==> src/rtl/mp3_alias_pkg.sv <==
// mp3_alias_pkg: coefficient tables, FSM state type and boundary-count helper shared by the alias reducer.
package mp3_alias_pkg;
  localparam int LINES_PER_SB = 18;
  localparam int NUM_BFLY = 8;
  localparam int CW = 20;
  typedef enum logic [1:0] {IDLE, RUN, FLUSH, DONE} state_t;
  localparam logic [NUM_BFLY-1:0][CW-1:0] CS = {
    20'd524283, 20'd524235, 20'd523848, 20'd521938,
    20'd515540, 20'd497879, 20'd462287, 20'd449573
  };
  // Bit patterns of negative Q1.19 values.
  localparam logic [NUM_BFLY-1:0][CW-1:0] CA = {
    20'd1046636, 20'd1041132, 20'd1027098, 20'd998992,
    20'd953201,  20'd884276,  20'd801253,  20'd778832
  };
  function automatic logic [4:0] bound_count(logic split, logic sw, logic [1:0] bt, logic [5:0] sb);
    logic [5:0] lim;
    lim = sb > 6'd32 ? 6'd32 : sb;
    if (split && bt == 2'd2) return (sw && sb >= 6'd2) ? 5'd1 : 5'd0;
    return lim == 6'd0 ? 5'd0 : 5'(lim - 6'd1);
  endfunction
endpackage

==> src/rtl/alias_round_sat.sv <==
// alias_round_sat: rounds a scaled product field to DW bits and forms the saturating/wrapping butterfly sum.
module alias_round_sat #(
  parameter int DW = 20,
  parameter bit SAT = 1'b1
) (
  input  logic [DW:0]   fld,
  output logic [DW-1:0] rnd,
  input  logic [DW-1:0] a,
  input  logic [DW-1:0] b,
  input  logic          sub,
  output logic [DW-1:0] res
);
  localparam logic [DW-1:0] MAXV = {1'b0, {(DW-1){1'b1}}};
  localparam logic [DW-1:0] MINV = {1'b1, {(DW-1){1'b0}}};
  logic [DW:0] sum;
  always_comb begin
    rnd = fld[DW:1] + {{(DW-1){1'b0}}, fld[0]};
    sum = sub ? {a[DW-1], a} - {b[DW-1], b} : {a[DW-1], a} + {b[DW-1], b};
    res = (SAT && sum[DW] != sum[DW-1]) ? (sum[DW] ? MINV : MAXV) : sum[DW-1:0];
  end
endmodule

==> src/rtl/alias_reducer.sv <==
// alias_reducer: in-place layer-III anti-alias butterflies over one channel's granule RAM,
// sharing an external registered multiplier.
module alias_reducer
  import mp3_alias_pkg::*;
#(
  parameter int DW = 20,
  parameter int NCH = 2,
  parameter int AW = 13,
  parameter int REGION = 1,
  parameter bit SAT = 1'b1,
  localparam int CHW = NCH > 1 ? $clog2(NCH) : 1,
  localparam int RW = AW - CHW - 10
) (
  input  logic             Clk,
  input  logic             Rst,
  input  logic             Start,
  output logic             Busy,
  output logic             Done,
  input  logic [CHW-1:0]   Channel,
  input  logic             Blocksplit_flag,
  input  logic             Switch_point,
  input  logic [1:0]       Block_type,
  input  logic [5:0]       Sb_limit,
  output logic [DW-1:0]    Mulin1,
  output logic [19:0]      Mulin2,
  input  logic [DW+19:0]   Mulout,
  output logic             Ram_CEN,
  output logic             Ram_WEN,
  output logic [AW-1:0]    Ram_A,
  output logic [DW-1:0]    Ram_D,
  input  logic [DW-1:0]    Ram_Q
);
  localparam logic [RW-1:0] REG_F = RW'(REGION);
  state_t state_q, state_d;
  logic [2:0] p_q, p_d, i_q, i_d;
  logic [4:0] b_q, b_d, n_q, n_d;
  logic [CHW-1:0] ch_q, ch_d;
  logic [DW-1:0] lo_q, lo_d, hi_q, hi_d, r0_q, r0_d, r1_q, r1_d, d_q, d_d;
  logic [DW-1:0] rnd, res;
  logic cen_q, cen_d, wen_q, wen_d;
  logic [AW-1:0] a_q, a_d;
  logic [9:0] base, lo_idx, hi_idx;
  logic run, act, unused_mul;

  assign unused_mul = ^{Mulout[DW+19], Mulout[17:0]};

  // r0 holds lo*cs then lo*ca, r1 holds hi*ca then hi*cs; p5 subtracts, p7 adds.
  alias_round_sat #(.DW(DW), .SAT(SAT)) u_rs (
    .fld(Mulout[DW+18:18]),
    .rnd(rnd),
    .a(r0_q),
    .b(r1_q),
    .sub(p_q == 3'd5),
    .res(res)
  );

  assign run = state_q == RUN;
  assign act = run && p_q >= 3'd2 && p_q <= 3'd5;
  assign Busy = state_q != IDLE;
  assign Done = state_q == DONE;
  assign Ram_CEN = cen_q;
  assign Ram_WEN = wen_q;
  assign Ram_A = a_q;
  assign Ram_D = d_q;
  assign Mulin1 = !act ? '0 : p_q < 3'd4 ? Ram_Q : p_q == 3'd4 ? lo_q : hi_q;
  assign Mulin2 = !act ? '0 : (p_q == 3'd2 || p_q == 3'd5) ? CS[i_q] : CA[i_q];

  always_comb begin
    state_d = state_q;
    p_d = p_q;
    i_d = i_q;
    b_d = b_q;
    n_d = n_q;
    ch_d = ch_q;
    lo_d = lo_q;
    hi_d = hi_q;
    r0_d = r0_q;
    r1_d = r1_q;
    cen_d = 1'b1;
    wen_d = 1'b1;
    a_d = '0;
    d_d = '0;
    base = 10'(b_q) * 10'd18;
    lo_idx = base + 10'd17 - 10'(i_q);
    hi_idx = base + 10'd18 + 10'(i_q);
    case (state_q)
      IDLE: if (Start) begin
        n_d = bound_count(Blocksplit_flag, Switch_point, Block_type, Sb_limit);
        ch_d = Channel;
        p_d = '0;
        i_d = '0;
        b_d = '0;
        state_d = n_d != 5'd0 ? RUN : FLUSH;
      end
      RUN: begin
        p_d = p_q + 3'd1;
        i_d = p_q == 3'd7 ? i_q + 3'd1 : i_q;
        b_d = (p_q == 3'd7 && i_q == 3'd7) ? b_q + 5'd1 : b_q;
        if (p_q == 3'd7 && i_q == 3'd7 && b_q == n_q - 5'd1) state_d = FLUSH;
        cen_d = !(p_q == 3'd0 || p_q == 3'd1 || p_q == 3'd5 || p_q == 3'd7);
        wen_d = !(p_q == 3'd5 || p_q == 3'd7);
        a_d = cen_d ? '0 : {REG_F, ch_q, (p_q == 3'd0 || p_q == 3'd5) ? lo_idx : hi_idx};
        d_d = wen_d ? '0 : res;
        lo_d = p_q == 3'd2 ? Ram_Q : lo_q;
        hi_d = p_q == 3'd3 ? Ram_Q : hi_q;
        r0_d = (p_q == 3'd3 || p_q == 3'd5) ? rnd : r0_q;
        r1_d = (p_q == 3'd4 || p_q == 3'd6) ? rnd : r1_q;
      end
      FLUSH: state_d = DONE;
      default: state_d = IDLE;
    endcase
  end

  always_ff @(posedge Clk or negedge Rst)
    if (!Rst) begin
      state_q <= IDLE;
      p_q <= '0;
      i_q <= '0;
      b_q <= '0;
      n_q <= '0;
      ch_q <= '0;
      lo_q <= '0;
      hi_q <= '0;
      r0_q <= '0;
      r1_q <= '0;
      cen_q <= 1'b1;
      wen_q <= 1'b1;
      a_q <= '0;
      d_q <= '0;
    end else begin
      state_q <= state_d;
      p_q <= p_d;
      i_q <= i_d;
      b_q <= b_d;
      n_q <= n_d;
      ch_q <= ch_d;
      lo_q <= lo_d;
      hi_q <= hi_d;
      r0_q <= r0_d;
      r1_q <= r1_d;
      cen_q <= cen_d;
      wen_q <= wen_d;
      a_q <= a_d;
      d_q <= d_d;
    end
endmodule
==> config.mk <==
export PLATFORM = sky130hd
export DESIGN_NAME = alias_reducer
export DESIGN_NICKNAME = d
export VERILOG_FILES = /design/src/rtl/mp3_alias_pkg.sv /design/src/rtl/alias_round_sat.sv /design/src/rtl/alias_reducer.sv
export SDC_FILE = /design/constraint.sdc
export NUM_CORES = 1
export LEC_CHECK = 0
export ABC_AREA = 1
export CORE_ASPECT_RATIO = 1.5
export CORE_MARGIN = 2
export CORE_UTILIZATION = 50
export DETAILED_ROUTE_END_ITERATION = 8
export PLACE_DENSITY = 0.88
export SKIP_LAST_GASP = 1
export SLEW_MARGIN = 20
export SYNTH_ARGS = -nofsm -noshare
export SYNTH_HDL_FRONTEND = slang
export SYNTH_SLANG_ARGS = --single-unit
export TNS_END_PERCENT = 5
==> constraint.sdc <==
create_clock -name Clk -period 6.4 [get_ports Clk]
set_input_delay 0.96 -clock Clk [delete_from_list [all_inputs] [get_ports Clk]]
set_output_delay 0.96 -clock Clk [all_outputs]
set_load 0.02 [all_outputs]
==> reports/metrics.cfg, run 1 <==
[place]
dp_slack_ps=1827
port_buffers=130
gp_congestion=0.9192
hpwl_um=17430
placed_cell_area_um2=10560

[grt]
grt_overflow=0
grt_start_max_net_pins=69
grtUsageTotal_pct=24.90
first_global_vias=8483
antenna_found_initial=0
grt_pass1_wl_um=38650

[synth]
async_flop_share_pct=100.0
synth_area_um2=9114
synth_cells=1241
synth_nets=1383
synth_flop_cell=dfrtp_1
syn_area_per_cell_um2=7.344
synth_edf_count=0
ys_seq_elements=133
synth_cell_types=48
synth_warnings=0
ys_seq_area_share_pct=36.55

[critical_path]
critical_path_required_ps=5440
slowest_stage=a21oi_1
crit_arrival_ps=4190
path_class=reg -> out
cp_cell_sequence=ha_1, nand2_1, buf_4, inv_1, a21oi_1, inv_1, a2111oi_0, clkdlybuf4s50_1
start_kind=flip-flop
end_kind=output port
critical_path.max_stage_delay_ps=770
path_common_cell=inv_1
critPathMaxFanout=16

[sta]
grt_setup_unrepaired=no
hold_viol_final=0
min_period_over_period_pct=80.47
drv_slew=0
finalSetupViolations=0
tightest_slew_ps=1005
timing.final.ws_setup_ps=1250
holdWs_ps=485.9
setup-tns-final_ps=0
relSlewSlack_pct=32.64
min_period_ps=5150
skew_ps=11.67
clock.fmax_mhz=194.2

[power_and_ir_drop]
finalPower_mw=2.305
p_leak_nw=5.694
power.switching_uw=622.2
power_density_nw_per_um2=206.1
power.internal_mw=1.683
irDropWorstVdd_uv=142.9
power_frac_comb_pct=16.1
clockPowerShare_pct=45.1
swShare_pct=26.99
seq_power_share_pct=38.8

[die]
dieArea_um2=19350
boundaryPins=151
std_cell_rows=60
dieHeight_um=169.4
core_um2=17870
die_w_um=114.2
initial_utilization_pct=51.01

[worst_hold_path]
hold_path_class=reg -> reg

[cts]
clock_path_buffers=2
cts_sinks=133
ctsHoldBuffers=0
cts_tree=done
clockRootBuffer=clkbuf_16
post_cts_resized=0
numCtsBuffers=17
cts_max_level=4
clk_pin_slew_ps=60
post_cts_buffers=0
insertion_delay_ps=430

[detailed_routing]
via_per_inst=5.385
drt_iter0_markers=522
wl_um=23540
drc=0
avgRoutedWirePerCell_um=14.82
vias=8552
final_antenna_net_count=0
first_pass_iters=5

[cells_and_area]
fillers=1512
post-route-cell-area_um2=11180
area_delta_synth_final_pct=22.72
nets=1500
drive_gt1_share_pct=4.741
antenna_cells=0

[flow_run]
maxCapViolCount=0

[outcome]
outcome=completed

[power by group through the flow]
stage | sequential [mW] | clock, mW | combinational, mW
floorplan | 0.904 | 0 | 0.264
global placement | 0.907 | 0 | 0.359
detailed placement | 0.909 | 0 | 0.368
CTS | 0.894 | 1.04 | 0.372
global route | 0.897 | 1.09 | 0.422
finish | 0.895 | 1.04 | 0.371
[area by class of cell]
class                           instances  area [µm²]  area share, %
Sequential cell                       133        3331          29.78
Inverter                              174       655.6          5.862
Timing Repair Buffer                  138        1363          12.18
Multi-Input combinational cell        894        4940          44.17
Clock inverter                         13       181.4          1.622
Clock buffer                           19       442.9          3.960
Tap cell                              217       271.5          2.428
[registers in the layout (all words and copies together), names as in the netlist, 5 cells and up]
register / count
Ram_D: 20
r0_q: 20
b_q: 5
r1_q: 20
Ram_A: 12
lo_q: 20
n_q: 5
hi_q: 20
[metrics by stage]
step / util, % / cells
3_5_place_dp: 59.09 / 1556
6_report: 62.60 / 1588
4_1_cts: 62.58 / 1588
5_1_grt: 62.60 / 1588
2_1_floorplan: - / 1241
3_3_place_gp: 59.09 / 1556
[placed cells by master, fill, tap and decap left out, types with 20 or more instances in the layout]
| master | count |
|---|---|
| inv_1 | 169 |
| a21oi_1 | 54 |
| dfrtp_1 | 131 |
| nor2_1 | 100 |
| ha_1 | 64 |
| nand3_1 | 56 |
| nand2_1 | 309 |
| a31oi_1 | 20 |
| xor2_1 | 35 |
| clkdlybuf4s50_1 | 129 |
| o21ai_0 | 126 |
| nor3_1 | 26 |
| xnor2_1 | 28 |
[critical path: cells and delay by family, from the launching register on]
family / cells / cell delay (ps)
buf+inv: 4 / 1590
flops: 1 / 460
simple gates: 1 / 70
compound gates: 2 / 1380
fa+ha+maj: 1 / 250
[routing by layer]
layer | global-route usage (%) | part of all wire, % | routed length, µm | vias up
met1 | 27.41 | 38 | 9026 | 3974
met2 | 46.01 | 54 | 12640 | 272
li1 | - | - | - | 4237
met5 | 0 | 0 | 0 | -
met4 | 11.51 | 3.7 | 860 | 0
met3 | 4.250 | 4.3 | 1012 | 69
[worst paths after layout]
kind | start | to | slack [ps] | cells after the start
worst max-delay path | p_q[0] | Mulin2[7] | 1250 | 8
worst min-delay path | r0_q[4] | r0_q[4] | 490 | 2
worst max register to register | r1_q[0] | Ram_D[12] | 2590 | 22
worst min register to register | r0_q[4] | r0_q[4] | 490 | 2
max in group asynchronous | Rst | hi_q[14] | 4590 | 2
min in group asynchronous | Rst | r0_q[12] | 520 | 1
[cell usage after synthesis (all sizes together) (20+ instances only)]
cell / n / share of area [%]
nand2: 315 / 13
inv: 172 / 7.1
dfrtp: 131 / 36
o21ai: 128 / 7.1
nor2: 101 / 4.2
ha: 64 / 8.8
nand3: 62 / 3.7
a21oi: 56 / 3.2
xor2: 35 / 3.4
nor3: 28 / 1.6
xnor2: 28 / 2.7
clkbuf: 27 / 1.1
a31oi: 20 / 1.4
[cells by family (layout without fill, tap and decap cells)]
group | after synthesis | after routing | share of synthesized area, %
adders and majority gates | 68 | 68 | 9.665
xor gates and xnor gates | 63 | 63 | 6.054
AOI/OAI and AO/OA | 236 | 236 | 14.29
and+or+nand+nor | 526 | 526 | 24.12
buffers and inverters | 214 | 344 | 9.281
DFF | 133 | 133 | 36.55
other | 1 | 1 | 0.04115
(Power assumes the default switching activity.)
==> run 2: changes to the inputs <==
CORE_UTILIZATION = 49   (was 50)
PLACE_DENSITY = 0.89   (was 0.88)
clock period = 4.6 ns   (was 6.4 ns; I/O delays follow)
==> run 2 against run 1 <==
Register-to-register slack worse by 1800 ps. First-iteration DRC count is 22% higher. Via count grew 1.7%. Critical path type unchanged.
==> reports/metrics.cfg, run 2 (synthesis results as in run 1) <==
[outcome]
outcome=completed

[sta]
timing.final.ws_setup_ps=599.2  ; -651.0 ps
drv_slew=0  ; unchanged
min_period_over_period_pct=86.97
grt_setup_unrepaired=no
setup-tns-final_ps=0  ; unchanged
min_period_ps=4001
clock.fmax_mhz=250.0
finalSetupViolations=0  ; unchanged
hold_viol_final=0  ; unchanged
skew_ps=9.284  ; -2.386 ps
tightest_slew_ps=936.2  ; -68.65 ps
relSlewSlack_pct=37.24  ; +4.6 points

[power_and_ir_drop]
irDropWorstVdd_uv=186.5  ; +31%
power_density_nw_per_um2=286.0  ; +39%
p_leak_nw=5.733  ; +0.68%

[die]
std_cell_rows=61  ; +1.7%
initial_utilization_pct=49.55  ; -1.5 points
dieArea_um2=19730  ; +2.0%
dieHeight_um=171.0  ; +0.99%
core_um2=18390  ; +2.9%
boundaryPins=151  ; unchanged
die_w_um=115.4  ; +0.98%

[critical_path]
critical_path.max_stage_delay_ps=670  ; -100 ps
rr_startpoint=r1_q[2]
end_kind=output port
critPathMaxFanout=22  ; +6
start_kind=flip-flop
path_class=reg -> out
startpoint=p_q[2]
crit_arrival_ps=3310  ; -880 ps
slowest_stage=clkdlybuf4s50_1
path_common_cell=inv_1
cp_cell_sequence=inv_1, nor2_1, nand2_1, nand3_1, buf_4, inv_1, o21ai_0, a31oi_1, clkdlybuf4s50_1
critical_path_required_ps=3910  ; -1530 ps

[cts]
ctsHoldBuffers=0  ; unchanged
insertion_delay_ps=440  ; about the same
numCtsBuffers=17  ; unchanged
post_cts_buffers=0  ; unchanged
cts_tree=done
cts_sinks=133  ; unchanged
post_cts_resized=0  ; unchanged
cts_max_level=4  ; unchanged
clock_path_buffers=2  ; unchanged
clk_pin_slew_ps=70  ; about the same
clockRootBuffer=clkbuf_16

[place]
hpwl_um=17350  ; -0.42%
port_buffers=130  ; unchanged
dp_slack_ps=898.4  ; -928.4 ps
placed_cells=1596  ; +2.6%
gp_congestion=0.9192  ; unchanged

[detailed_routing]
vias=8695  ; +1.7%
via_per_inst=5.341  ; -0.83%
avgRoutedWirePerCell_um=14.70  ; -0.81%
wl_um=23940  ; +1.7%
drt_iter0_markers=636  ; +22%
final_antenna_net_count=0  ; unchanged
first_pass_iters=7  ; +2
drc=0  ; unchanged

[worst_hold_path]
hold_path_class=in -> async

[grt]
antenna_found_initial=0  ; unchanged
first_global_vias=8657  ; +2.1%
grt_overflow=0  ; unchanged
grt_start_max_net_pins=101  ; +46%
grt_pass1_wl_um=39450  ; +2.1%
grtUsageTotal_pct=24.99  ; +0.094 points

[cells_and_area]
final_common_cell=nand2_1
area_delta_synth_final_pct=23.68
antenna_cells=0  ; unchanged
drive_gt1_share_pct=5.160  ; +0.42 points
final_util_pct=61.28  ; -1.3 points
fin_cells=1628  ; +2.5%
nets=1505  ; +0.33%
final_cell_mix=309 x nand2_1, 169 x inv_1, 131 x dfrtp_1

[flow_run]
maxCapViolCount=0  ; unchanged

## run 2: final timing paths
kind                               to  slack [ps]  cells after the start
max in group asynchronous     Ram_CEN        3220                      2
max reg2reg                  Ram_D[0]         810                     23
max                        Mulin1[16]         600                      9
min reg2reg                  hi_q[13]         480                      2
min                          r1_q[17]         330                      1
min in group Clk             hi_q[13]         480                      2
## run 2: critical path: cells and delay by family (launching register included)
| family | cells | cell delay (ps) |
|---|---|---|
| compound gates | 2 | 450 |
| buf+inv | 4 | 1630 |
| flops | 1 | 470 |
| simple gates | 3 | 320 |
## run 2: routing by layer
layer	track usage, %	wire, µm
met5	0	0
met4	12.47	871
met3	4.853	1144
met2	45.39	12790
met1	27.26	9132
## run 2: final cells by class
class | count | area, µm²
Inverter | 174 | 655.6
Clock inverter | 15 | 205.2
Multi-Input combinational cell | 894 | 4940
Sequential cell | 133 | 3331
Fill cell | 1535 | 7122
Clock buffer | 17 | 425.4
Timing Repair Buffer | 143 | 1400
Tap cell | 252 | 315.3
## run 2: per-stage QoR
step / power, mW / hold WS [ps] / area (µm²)
after floorplan: 1.625 / 394.4 / 9114
after global placement: 1.766 / 462.9 / 10640
after detailed placement: 1.779 / 466.6 / 10640
after CTS: 3.232 / 387.6 / 11270
after global routing: 3.368 / 432.2 / 11270
final: 3.224 / 332.0 / 11270
## run 2: where the power goes
group	switching, mW	leakage, nW	internal [mW]
logic	0.312	3.82	0.207
registers	0.0280	1.61	1.22
clock network	0.623	0.308	0.837
total	0.964	5.73	2.26
==> run 3: changes to the inputs <==
CORE_MARGIN = 1.5   (was 2)
==> run 3 against run 2 <==
Die area decreased by 1.4%. Global-route usage decreased by 1.0 points. Final cell count decreased by 0.25%. First-iteration DRC count decreased by 13%. Via count decreased by 2.6%. Sequential share of layout area about the same. Flip-flop and latch count unchanged. Core utilization increased by 1.0 points. Combinational power decreased by 1%. Largest cell class unchanged. Hold slack got worse by 18 ps. Clock power about the same. Maximum frequency decreased by 2.4%. Largest power group unchanged.
==> reports/metrics.cfg, run 3 (synthesis results as in run 1) <==
[outcome]
outcome=completed

[cells_and_area]
area_delta_synth_final_pct=23.66  ; about the same
final_common_cell=nand2_1
fillers=1545  ; +0.65%
post-route-cell-area_um2=11270  ; about the same
drive_gt1_share_pct=5.233  ; +0.073 points
nets=1505  ; unchanged
final_cell_mix=309 x nand2_1, 169 x inv_1, 131 x dfrtp_1
antenna_cells=0  ; unchanged

[place]
hpwl_um=16950  ; -2.3%
placed_cell_area_um2=10630  ; about the same
gp_congestion=0.9227  ; +0.38%
port_buffers=130  ; unchanged

[critical_path]
startpoint=p_q[0]
slowest_stage=clkdlybuf4s50_1
critical_path.max_stage_delay_ps=720  ; +50 ps
end_kind=output port
critPathMaxFanout=16  ; -27%
start_kind=flip-flop
path_class=reg -> out
path_common_cell=inv_1
path_buf_inv=3  ; -1
crit_arrival_ps=3410  ; +100 ps
cp_cell_sequence=ha_1, nand2_1, inv_1, a21oi_2, inv_1, a2111oi_0, clkdlybuf4s50_1
cp_top_family=buffers and inverters
cp.depth=7  ; -2
rr_worst_depth=22  ; -4.3%
critical_path_required_ps=3910  ; about the same
rr_startpoint=r1_q[0]

[sta]
finalSetupViolations=0  ; unchanged
min_period_ps=4101  ; +100.1 ps
drv_slew=0  ; unchanged
grt_setup_unrepaired=no
min_period_over_period_pct=89.15  ; +2.2 points
tightest_slew_ps=929.6  ; -6.611 ps
hold_viol_final=0  ; unchanged
skew_ps=12.34  ; +3.058 ps
setup-tns-final_ps=0  ; unchanged
relSlewSlack_pct=38.03  ; +0.78 points
clock.fmax_mhz=243.8  ; -2.4%

[power_and_ir_drop]
seq_power_share_pct=38.5  ; about the same
p_leak_nw=5.742  ; +0.15%
power.switching_uw=929.7  ; -3.5%
power_density_nw_per_um2=286.9  ; +0.32%
finalPower_mw=3.233  ; +0.29%
power_frac_comb_pct=15.9  ; -0.2 points
irDropWorstVdd_uv=219.6  ; +18%
clockPowerShare_pct=45.7  ; +0.4 points
swShare_pct=28.75  ; -1.1 points
power.internal_mw=2.304  ; +1.9%

[die]
initial_utilization_pct=50.37  ; +0.83 points
core_um2=18090  ; -1.6%
std_cell_rows=60  ; -1.6%
die_w_um=114.4  ; -0.87%
dieHeight_um=170.0  ; -0.58%
boundaryPins=151  ; unchanged
dieArea_um2=19440  ; -1.4%

[cts]
clockRootBuffer=clkbuf_16
post_cts_buffers=0  ; unchanged
cts_sinks=133  ; unchanged
post_cts_resized=0  ; unchanged
clock_path_buffers=2  ; unchanged
cts_tree=done
ctsHoldBuffers=0  ; unchanged
clk_pin_slew_ps=70  ; about the same
insertion_delay_ps=440  ; about the same
cts_max_level=4  ; unchanged
numCtsBuffers=17  ; unchanged

[grt]
grt_start_max_net_pins=98  ; -3.0%
grtUsageTotal_pct=23.98  ; -1.0 points
grt_pass1_wl_um=37340  ; -5.4%
first_global_vias=8265  ; -4.5%
grt_overflow=0  ; unchanged
antenna_found_initial=0  ; unchanged

[detailed_routing]
via_per_inst=5.216  ; -2.3%
drc=0  ; unchanged
final_antenna_net_count=0  ; unchanged
drt_iter0_markers=555  ; -13%
vias=8470  ; -2.6%
avgRoutedWirePerCell_um=13.82  ; -6.0%
first_pass_iters=5  ; -2
wl_um=22440  ; -6.2%

[worst_hold_path]
hold_path_class=in -> async

[flow_run]
maxCapViolCount=0  ; unchanged

## run 3: cell types whose count changed in the layout (fill, tap and decap cells not counted)
cell	change
inv_6	+3
clkinv_8	-2
inv_8	-2
a21oi_1	-1
a21oi_2	+1
bufinv_16	+1
clkinv_2	+1
clkinvlp_4	-1
## run 3: power groups by stage
stage | registers [mW] | clock network, mW | logic [mW]
after floorplan | 1.26 | 0 | 0.367
after global placement | 1.26 | 0 | 0.498
after detailed placement | 1.26 | 0 | 0.513
after CTS | 1.24 | 1.49 | 0.517
after global routing | 1.25 | 1.54 | 0.590
final | 1.24 | 1.48 | 0.513
## run 3: stage by stage
step                      hold WS (ps)  cells  worst slack [ps]  util [%]
after global placement           463.0   1592             670.3     58.78
after global routing             405.1   1624             298.1     62.29
after detailed placement         466.4   1592             670.0     58.78
final                            314.3   1624             499.1     62.29
after floorplan                  394.4   1241              1506         -
after CTS                        378.6   1624             207.2     62.25
## run 3: final timing paths
| kind | end | slack (ps) |
|---|---|---|
| worst max-delay path | Mulin2[7] | 500 |
| worst min-delay path | r1_q[18] | 310 |
| worst max register to register | Ram_D[5] | 810 |
| worst min register to register | hi_q[9] | 480 |
| max in group asynchronous | Ram_WEN | 3250 |
| min in group Clk | hi_q[9] | 480 |
## run 3: layout make-up
type | count | area [µm²] | area share, %
Clock buffer | 17 | 425.4 | 3.775
Sequential cell | 133 | 3331 | 29.55
Multi-Input combinational cell | 894 | 4943 | 43.87
Clock inverter | 15 | 203.9 | 1.810
Tap cell | 248 | 310.3 | 2.753
Timing Repair Buffer | 143 | 1400 | 12.42
Inverter | 174 | 655.6 | 5.818
## run 3: routing by layer
layer	GRT usage [%]	up-vias	part of all wire, %
met5	0	-	0
met3	4.202	59	3.4
met4	12.17	0	3.6
met1	26.58	3956	40
met2	43.61	217	53
li1	-	4238	-
## run 3: worst reg2reg max path: stages, from the launching register on
cell and delay [ps]:
dfrtp_1 380, inv_1 100, ha_1 190, nand3_1 140
nor2_1 240, nand2_1 140, o21ai_0 260, o21ai_0 160
xnor2_1 160, ha_1 350, a21oi_1 210, nand2_1 90
inv_1 90, nor2_1 40, nor2_1 230, nand3_2 110
nand2_1 70, nand2_1 60, nand2_2 280, nand2_2 110
inv_4 170, nand2_1 80, inv_1 60
